## src/rtl/ql_arith_pkg.sv

```systemverilog
// ql_arith_pkg: shared segment arithmetic for the QL $alu, counter and pipelined add/sub maps
package ql_arith_pkg;
    function automatic int ql_num_stages(input int width, input int stage_w);
        return (width + stage_w - 1) / stage_w;
    endfunction
    function automatic int ql_seg_lo(input int k, input int stage_w);
        return k * stage_w;
    endfunction
    function automatic int ql_seg_hi(input int k, input int width, input int stage_w);
        return (((k + 1) * stage_w < width) ? (k + 1) * stage_w : width) - 1;
    endfunction
endpackage

```

## src/rtl/ql_addsub_seg.sv

```systemverilog
// ql_addsub_seg: one registered full_adder chain segment of the pipelined adder
module ql_addsub_seg #(
    parameter int SEG_W = 8
) (
    input  logic             clk,
    input  logic             rst_n,
    input  logic             en,
    input  logic [SEG_W-1:0] a,
    input  logic [SEG_W-1:0] b,
    input  logic             ci,
    output logic [SEG_W-1:0] s_q,
    output logic [SEG_W-1:0] x_q,
    output logic             co_q
);
    logic [SEG_W:0] sum;
    assign sum = {1'b0, a} + {1'b0, b} + {{SEG_W{1'b0}}, ci};
    always_ff @(posedge clk or negedge rst_n) begin
        if (!rst_n) begin
            s_q  <= '0;
            x_q  <= '0;
            co_q <= 1'b0;
        end else if (en) begin
            s_q  <= sum[SEG_W-1:0];
            x_q  <= a ^ b;
            co_q <= sum[SEG_W];
        end
    end
endmodule

```

## src/rtl/ql_pipe_addsub.sv

```systemverilog
// ql_pipe_addsub: valid/ready pipelined add/sub, carry chain split into STAGE_W segments
module ql_pipe_addsub
    import ql_arith_pkg::*;
#(
    parameter int WIDTH   = 32,
    parameter int STAGE_W = 8
) (
    input  logic             clk,
    input  logic             rst_n,
    input  logic             in_valid,
    output logic             in_ready,
    input  logic [WIDTH-1:0] a,
    input  logic [WIDTH-1:0] b,
    input  logic             bi,
    input  logic             ci,
    output logic             out_valid,
    input  logic             out_ready,
    output logic [WIDTH-1:0] y,
    output logic [WIDTH-1:0] x,
    output logic             co,
    output logic             ov
);
    localparam int STAGES = ql_num_stages(WIDTH, STAGE_W);
    logic              en;
    logic [STAGES-1:0] v_q;
    logic [WIDTH-1:0]  bb;
    assign en        = !out_valid || out_ready;
    assign in_ready  = en;
    assign bb        = bi ? ~b : b;
    assign out_valid = v_q[STAGES-1];
    always_ff @(posedge clk or negedge rst_n) begin
        if (!rst_n) v_q <= '0;
        else if (en) v_q <= STAGES'({v_q, in_valid});
    end
    for (genvar k = 0; k < STAGES; k++) begin : g_stg
        localparam int LO = ql_seg_lo(k, STAGE_W);
        localparam int HI = ql_seg_hi(k, WIDTH, STAGE_W);
        localparam int SW = HI - LO + 1;
        localparam int IW = WIDTH - LO;
        logic [IW-1:0] a_in, b_in;
        logic          c_in, co_q;
        logic [SW-1:0] s_q, x_q;
        logic [HI:0]   y_v, x_v;
        // Operands arrive right-aligned: this stage always consumes the low SW bits
        if (k == 0) begin : g_first
            assign a_in = a;
            assign b_in = bb;
            assign c_in = ci;
            assign y_v  = s_q;
            assign x_v  = x_q;
        end else begin : g_next
            logic [LO-1:0] y_lo, x_lo;
            assign a_in = g_stg[k-1].g_fwd.a_fwd;
            assign b_in = g_stg[k-1].g_fwd.b_fwd;
            assign c_in = g_stg[k-1].co_q;
            assign y_v  = {s_q, y_lo};
            assign x_v  = {x_q, x_lo};
            always_ff @(posedge clk or negedge rst_n) begin
                if (!rst_n) begin
                    y_lo <= '0;
                    x_lo <= '0;
                end else if (en) begin
                    y_lo <= g_stg[k-1].y_v;
                    x_lo <= g_stg[k-1].x_v;
                end
            end
        end
        if (k < STAGES - 1) begin : g_fwd
            logic [IW-SW-1:0] a_fwd, b_fwd;
            always_ff @(posedge clk or negedge rst_n) begin
                if (!rst_n) begin
                    a_fwd <= '0;
                    b_fwd <= '0;
                end else if (en) begin
                    a_fwd <= a_in[IW-1:SW];
                    b_fwd <= b_in[IW-1:SW];
                end
            end
        end
        ql_addsub_seg #(.SEG_W(SW)) u_seg (
            .clk  (clk),
            .rst_n(rst_n),
            .en   (en),
            .a    (a_in[SW-1:0]),
            .b    (b_in[SW-1:0]),
            .ci   (c_in),
            .s_q  (s_q),
            .x_q  (x_q),
            .co_q (co_q)
        );
    end
    assign y  = g_stg[STAGES-1].y_v;
    assign x  = g_stg[STAGES-1].x_v;
    assign co = g_stg[STAGES-1].co_q;
    // Carry into the MSB is recovered as sum ^ (a ^ bb) at that bit
    assign ov = y[WIDTH-1] ^ x[WIDTH-1] ^ co;
endmodule

```

## config.mk

```make
export PLATFORM = sky130hd
export DESIGN_NAME = ql_pipe_addsub
export DESIGN_NICKNAME = d
export VERILOG_FILES = /design/src/rtl/ql_arith_pkg.sv /design/src/rtl/ql_addsub_seg.sv /design/src/rtl/ql_pipe_addsub.sv
export SDC_FILE = /design/constraint.sdc
export NUM_CORES = 1
export LEC_CHECK = 0
export ABC_AREA = 1
export CORE_AREA = 8 8 170 172
export CTS_BUF_LIST = sky130_fd_sc_hd__clkbuf_16
export CTS_CLUSTER_DIAMETER = 60
export DETAILED_ROUTE_END_ITERATION = 10
export DIE_AREA = 0 0 178 180
export PLACE_DENSITY = 0.69
export SETUP_SLACK_MARGIN = 0.02
export SLEW_MARGIN = 20
export SYNTH_ARGS = -nofsm -noshare
export SYNTH_HDL_FRONTEND = slang
export SYNTH_SLANG_ARGS = --single-unit
```

## constraint.sdc

```tcl
create_clock -name clk -period 1.8 [get_ports clk]
set_input_delay 0.27 -clock clk [delete_from_list [all_inputs] [get_ports clk]]
set_output_delay 0.27 -clock clk [all_outputs]
set_load 0.05 [all_outputs]
```

## Yosys cells after proc, flatten, opt, wreduce, memory -nomap -nowiden

Index checks and enable logic that the tools add are counted.

| word-level totals | value |
|---|---|
| bits in registers | 264 |
| latch bits | 0 |
| bits in writable memories | 0 |
| bits in read-only memories | 0 |
| input port bits | 70 |
| output and inout port bits | 68 |
| word-level logic and storage cells | 43 |
| memories | 0 |

| cells by class | value |
|---|---|
| $add $sub $neg | 8 |
| multiply operators | 0 |
| div/mod/pow operators | 0 |
| order comparisons | 0 |
| equal/unequal tests | 0 |
| shifts and indexed selects | 0 |
| muxes and demuxes | 1 |
| bitwise operators | 7 |
| reduce and logical (&&, ||, !) cells | 2 |

Operators with widths:

| operator | count |
|---|---|
| 8-bit by 8-bit adder with 9-bit output | 4 |
| 9-bit by 1-bit adder with 9-bit output | 4 |
| 32-bit 2-to-1 mux | 1 |
| 32-bit inverter | 1 |
| 8-bit XOR | 4 |
| 1-bit XOR | 2 |
| 1-bit zero test | 1 |
| 1-bit logical OR | 1 |

## Depth between registers and ports, before layout

| logic depth | value |
|---|---|
| depth after elaboration | 4 |
| gate-level depth with buffers | 11 |
| depth with buffers taken out | 10 |

## Hierarchy

From an unflattened synthesis, not the netlist that was laid out.

| unflattened totals | value |
|---|---|
| cells, all modules | 1476 |
| area, all modules | 11961.5 um^2 |

By module, submodules not included:

| module | instances | cells an instance | area an instance (um^2) | sequential area each (um^2) |
|---|---|---|---|---|
| ql_pipe_addsub | 1 | 916 | 7792.5 | 4904.7 |
| ql_addsub_seg | 4 | 140 | 1042.2 | 425.4 |

## Worst setup path before layout

Ideal clock, no wire load.

| timing | value |
|---|---|
| path type | input -> register |
| from | in bi |
| to | reg g_stg[0].u_seg.s_q[6] |
| setup time | 0.124 ns |
| arrival | 1.986 ns |
| data required time | 1.676 ns |
| setup slack | -0.310 ns |
| stages | 11 |
| path buffers | 2 |
| cell sequence | buf_2 buf_4 xor2_1 fa_1 fa_1 nand2_1 nand3_1 nand3_1 nand2_1 nand2_1 nand3_1 |

| on the way | value |
|---|---|
| longest elaborated chain between the ends | 3 |

Ends and longest elaborated chain:

| item | RTL line | RTL |
|---|---|---|
| start: declaration | ql_pipe_addsub.sv:14 | `input logic bi,` |
| 32-bit 2-to-1 mux | ql_pipe_addsub.sv:29 | `assign bb = bi ? ~b : b;` |
| 8-bit by 8-bit adder with 9-bit output | ql_addsub_seg.sv:16 | `assign sum = {1'b0, a} + {1'b0, b} + {{SEG_W{1'b0}}, ci};` |
| 9-bit by 1-bit adder with 9-bit output | ql_addsub_seg.sv:16 |  |
| end signal: assignment | ql_addsub_seg.sv:23 | `s_q <= sum[SEG_W-1:0];` |
| end: declaration | ql_addsub_seg.sv:11 | `output logic [SEG_W-1:0] s_q,` |

No other way between the ends.
A chain may end at the register's enable or synchronous reset.

## Worst setup path after layout

| timing | value |
|---|---|
| from | reg g_stg[2].u_seg.co_q |
| to | reg g_stg[3].u_seg.s_q[6] |

| on the way | value |
|---|---|
| longest elaborated chain between the ends | 1 |

Ends and longest elaborated chain:

| item | RTL line | RTL |
|---|---|---|
| start: declaration | ql_addsub_seg.sv:13 | `output logic co_q` |
| start signal: assignment | ql_addsub_seg.sv:25 | `co_q <= sum[SEG_W];` |
| 9-bit by 1-bit adder with 9-bit output | ql_addsub_seg.sv:16 |  |
| end signal: assignment | ql_addsub_seg.sv:23 |  |
| end: declaration | ql_addsub_seg.sv:11 |  |

No other way between the ends.

==> results.yml <==
sta:
  fin_setup_tns_ns: 0
  rsz0062_at_grt: "true"
  setup_violations: 0
  slew_violations: 0
  final.min_clock_period_ns: 1.760
  fin_skew_ns: 0.01931
  max_slew_margin_pct: 66.71
  max_slew.worst_pin.slew_ns: 0.5013
  max_freq_ghz: 0.5680
  min_period_over_period_pct: 97.81
  final-hold-violation-count: 0
global_route:
  grt_usage_pct: 16.71
  grt_pass1_vias: 8949
  grt_pass1_wl_mm: 44.49
  grt_start_max_net_pins: 56
  grt_overflow: 0
  antenna_found_initial: 2
worst_setup_path:
  cp-end-kind: "register"
  cp-start-kind: "register"
  crit_start: "g_stg[2].u_seg.co_q"
  r2r_start: "g_stg[2].u_seg.co_q"
  worstSetupPathType: "reg -> reg"
  r2r_cells: 9
  critical_path_required_ns: 2.22
  cp.arrival_ns: 2.18
  cp_max_fo: 4
  crit_path_end: "g_stg[3].u_seg.s_q[6]"
  regToRegSetupSlack_ns: 0.04
  r2r_end: "g_stg[3].u_seg.s_q[6]"
power:
  report.power.total_mw: 28.93
  switching_power_mw: 12.05
  vdd.ir_drop.worst_mv: 1.355
  comb_power_share_pct: 44.7
  p_sw_share_pct: 41.66
  p_int_mw: 16.88
  p_leak_nw: 7.652
  power_density_nw_per_um2: 1941
  pwr-share-seq_pct: 34.8
  clockPowerShare_pct: 20.5
floorplan:
  io_pins: 138
  die_h_um: 180
  die_w_um: 178
  core_area_um2: 26350
  initial_core_util_pct: 44.18
  die-area_um2: 32040
  num_rows: 60
final_layout:
  multi_input_area_um2: 4438
  post-route-util_pct: 56.56
  fin_nets: 1627
  seq_area_um2: 6606
  n_fill_cell: 2318
  area_growth_syn_to_layout_pct: 28.02
  drive_above_1_share_pct: 13.59
clock_network:
  cts-buffers-inserted: 29
  cts-root-buf: "clkbuf_16"
  clk_pin_slew_ns: 0.06
  cts_tree: "done"
  cts_buffer_depth: 3
  htree_levels: 1
  clkLatencyLatePin_ns: 0.54
  clkSinkCount: 264
placed_design:
  dp_hpwl_mm: 19.07
  io_buffers: 137
  gp_congestion: 0.8755
routing:
  drc: 0
  first_pass_iters: 5
  wirelength_mm: 26.75
  avgRoutedWirePerCell_um: 14.23
  drt-initial-drc-count: 713
  via_per_inst: 4.804
  num_vias: 9031
  final_antenna_net_count: 0
synth:
  synth.distinct_cells: 22
  synthTopCellsByArea: "dfrtp_1 57%, nand2_1 18%, inv_1 3.7%, o21ai_0 3.5%, ha_1 3.4%"
  synthesis.area_um2: 11640
  synth_seq_cells: 264
  ys_warn_count: 0
  ys_seq_area_share_pct: 56.74
  synthCells: 1339
  synth_nets: 1449
  synth_top_area_share_pct: 56.74
  avgSynthCellArea_um2: 8.695
  synth_top_cell_by_area: "dfrtp_1"
run_status:
  status: "completed"
job:
  maxCapViolations: 0
min_path:
  hold_class: "in -> async"
==> worst min-delay path by stage <==
| stage | slack, ns | startpoint | cells after the start | to |
|---|---|---|---|---|
| finish | 0.20 | rst_n | 2 | v_q[3] |
| global route | 0.23 | rst_n | 2 | g_stg[0].u_seg.x_q[0] |
| CTS | 0.19 | rst_n | 2 | g_stg[0].u_seg.x_q[0] |
| detailed placement | 0.17 | rst_n | 1 | g_stg[0].u_seg.x_q[0] |
| global placement | 0.17 | rst_n | 1 | g_stg[0].u_seg.x_q[0] |
| floorplan | -0.03 | rst_n | 0 | g_stg[0].g_fwd.a_fwd[0] |
==> layer usage <==
metal	part of all wire (%)	GRT usage, %	vias to the layer above	wire length [um]
li1	-	-	4515	-
met1	45	22.23	4298	12130
met2	47	27.22	171	12680
met3	4.7	2.997	45	1259
met4	2.5	5.304	2	677
met5	0.049	0	-	13
==> per-stage QoR <==
stage               instance area [um2]  hold slack, ns  worst slack (ns)  instances
finish                            14900          0.2031           0.03950       1880
detailed placement                13720          0.1699           -0.4207       1816
global placement                  13720          0.1719           -0.4069       1816
global route                      14900          0.2282          -0.05087       1879
CTS                               14760          0.1938           0.02993       1874
floorplan                         11690        -0.02559           -0.1129       1339
==> cells in the mapped netlist <==
cell type / count
a21oi_1: 20
buf_2: 43
buf_4: 16
clkbuf_1: 3
dfrtp_1: 264
fa_1: 8
ha_1: 32
inv_1: 115
inv_2: 1
nand2_1: 554
nand3_1: 56
nand3b_1: 2
nand4_1: 5
nor2_1: 57
nor2_4: 1
o21ai_0: 81
o21ai_1: 36
o21bai_1: 8
o22ai_1: 1
or2_2: 2
xnor2_1: 26
xor2_1: 8
==> power groups by stage <==
stage,clock network [mW],logic (mW),registers (mW)
final,5.92,12.9,10.1
after global routing,6.34,14.3,10.4
after CTS,6.06,12.7,10.1
after detailed placement,0,12.5,10.2
after global placement,0,12.3,10.1
after floorplan,0,6.08,12.3
==> cell type report <==
cell class / instances / share of cell area (%)
diodes: 1 / 0.01679
clock buffers: 29 / 4.869
clock inverters: 23 / 1.570
inverters: 116 / 2.955
multi-input cells: 897 / 29.78
flip-flops and latches: 264 / 44.33
well taps: 341 / 2.863
repair buffers: 209 / 13.62
==> repair_timing <==
action,CTS,global route
gates resized for setup,36,28
hold buffers,1,0
endpoints found under the setup margin,31,12
pin swaps,6,14
setup buffers,5,5
hold endpoints to repair,238,0
==> cells by family (layout without fill, tap and decap cells) <==
family / after synthesis / count (layout) / synth area share (%)
xor gates and xnor gates: 34 / 34 / 2.558
DFF: 264 / 264 / 56.74
AOI/OAI and AO/OA: 146 / 146 / 6.459
other: 0 / 1 / 0
adders and majority gates: 40 / 40 / 4.815
buffers and inverters: 178 / 377 / 6.717
and+or+nand+nor: 677 / 677 / 22.71
==> cell usage in the layout (no fill, tap or decap), types with 8 or more instances in the layout <==
cell / count
nand3_2: 9
o21bai_1: 8
ha_1: 32
a21oi_1: 20
nor2_1: 57
o21ai_1: 36
dlygate4sd2_1: 19
buf_12: 21
o21ai_0: 80
inv_1: 118
dfrtp_1: 264
xnor2_1: 24
fa_2: 8
nand3_1: 44
nand2_1: 540
nand2_2: 10
clkdlybuf4s50_1: 67
buf_4: 99
clkbuf_16: 29
==> state kept, by name (all words and copies together) (netlist names) <==
name               cells
g_stg.u_seg.co_q       4
g_stg.g_fwd.a_fwd     48
g_stg.g_fwd.b_fwd     48
g_stg.u_seg.s_q       32
g_stg.g_next.x_lo     48
g_stg.u_seg.x_q       32
v_q                    4
g_stg.g_next.y_lo     48
==> worst max-delay path, stage by stage, from the launching register on <==
cell,delay (ns)
dfrtp_1,0.37
inv_2,0.05
fa_2,0.41
fa_2,0.36
inv_2,0.08
nand2_4,0.05
nand2_4,0.10
nand3_4,0.08
nand3_2,0.07
nand3_2,0.07
(Power assumes the default switching activity.)
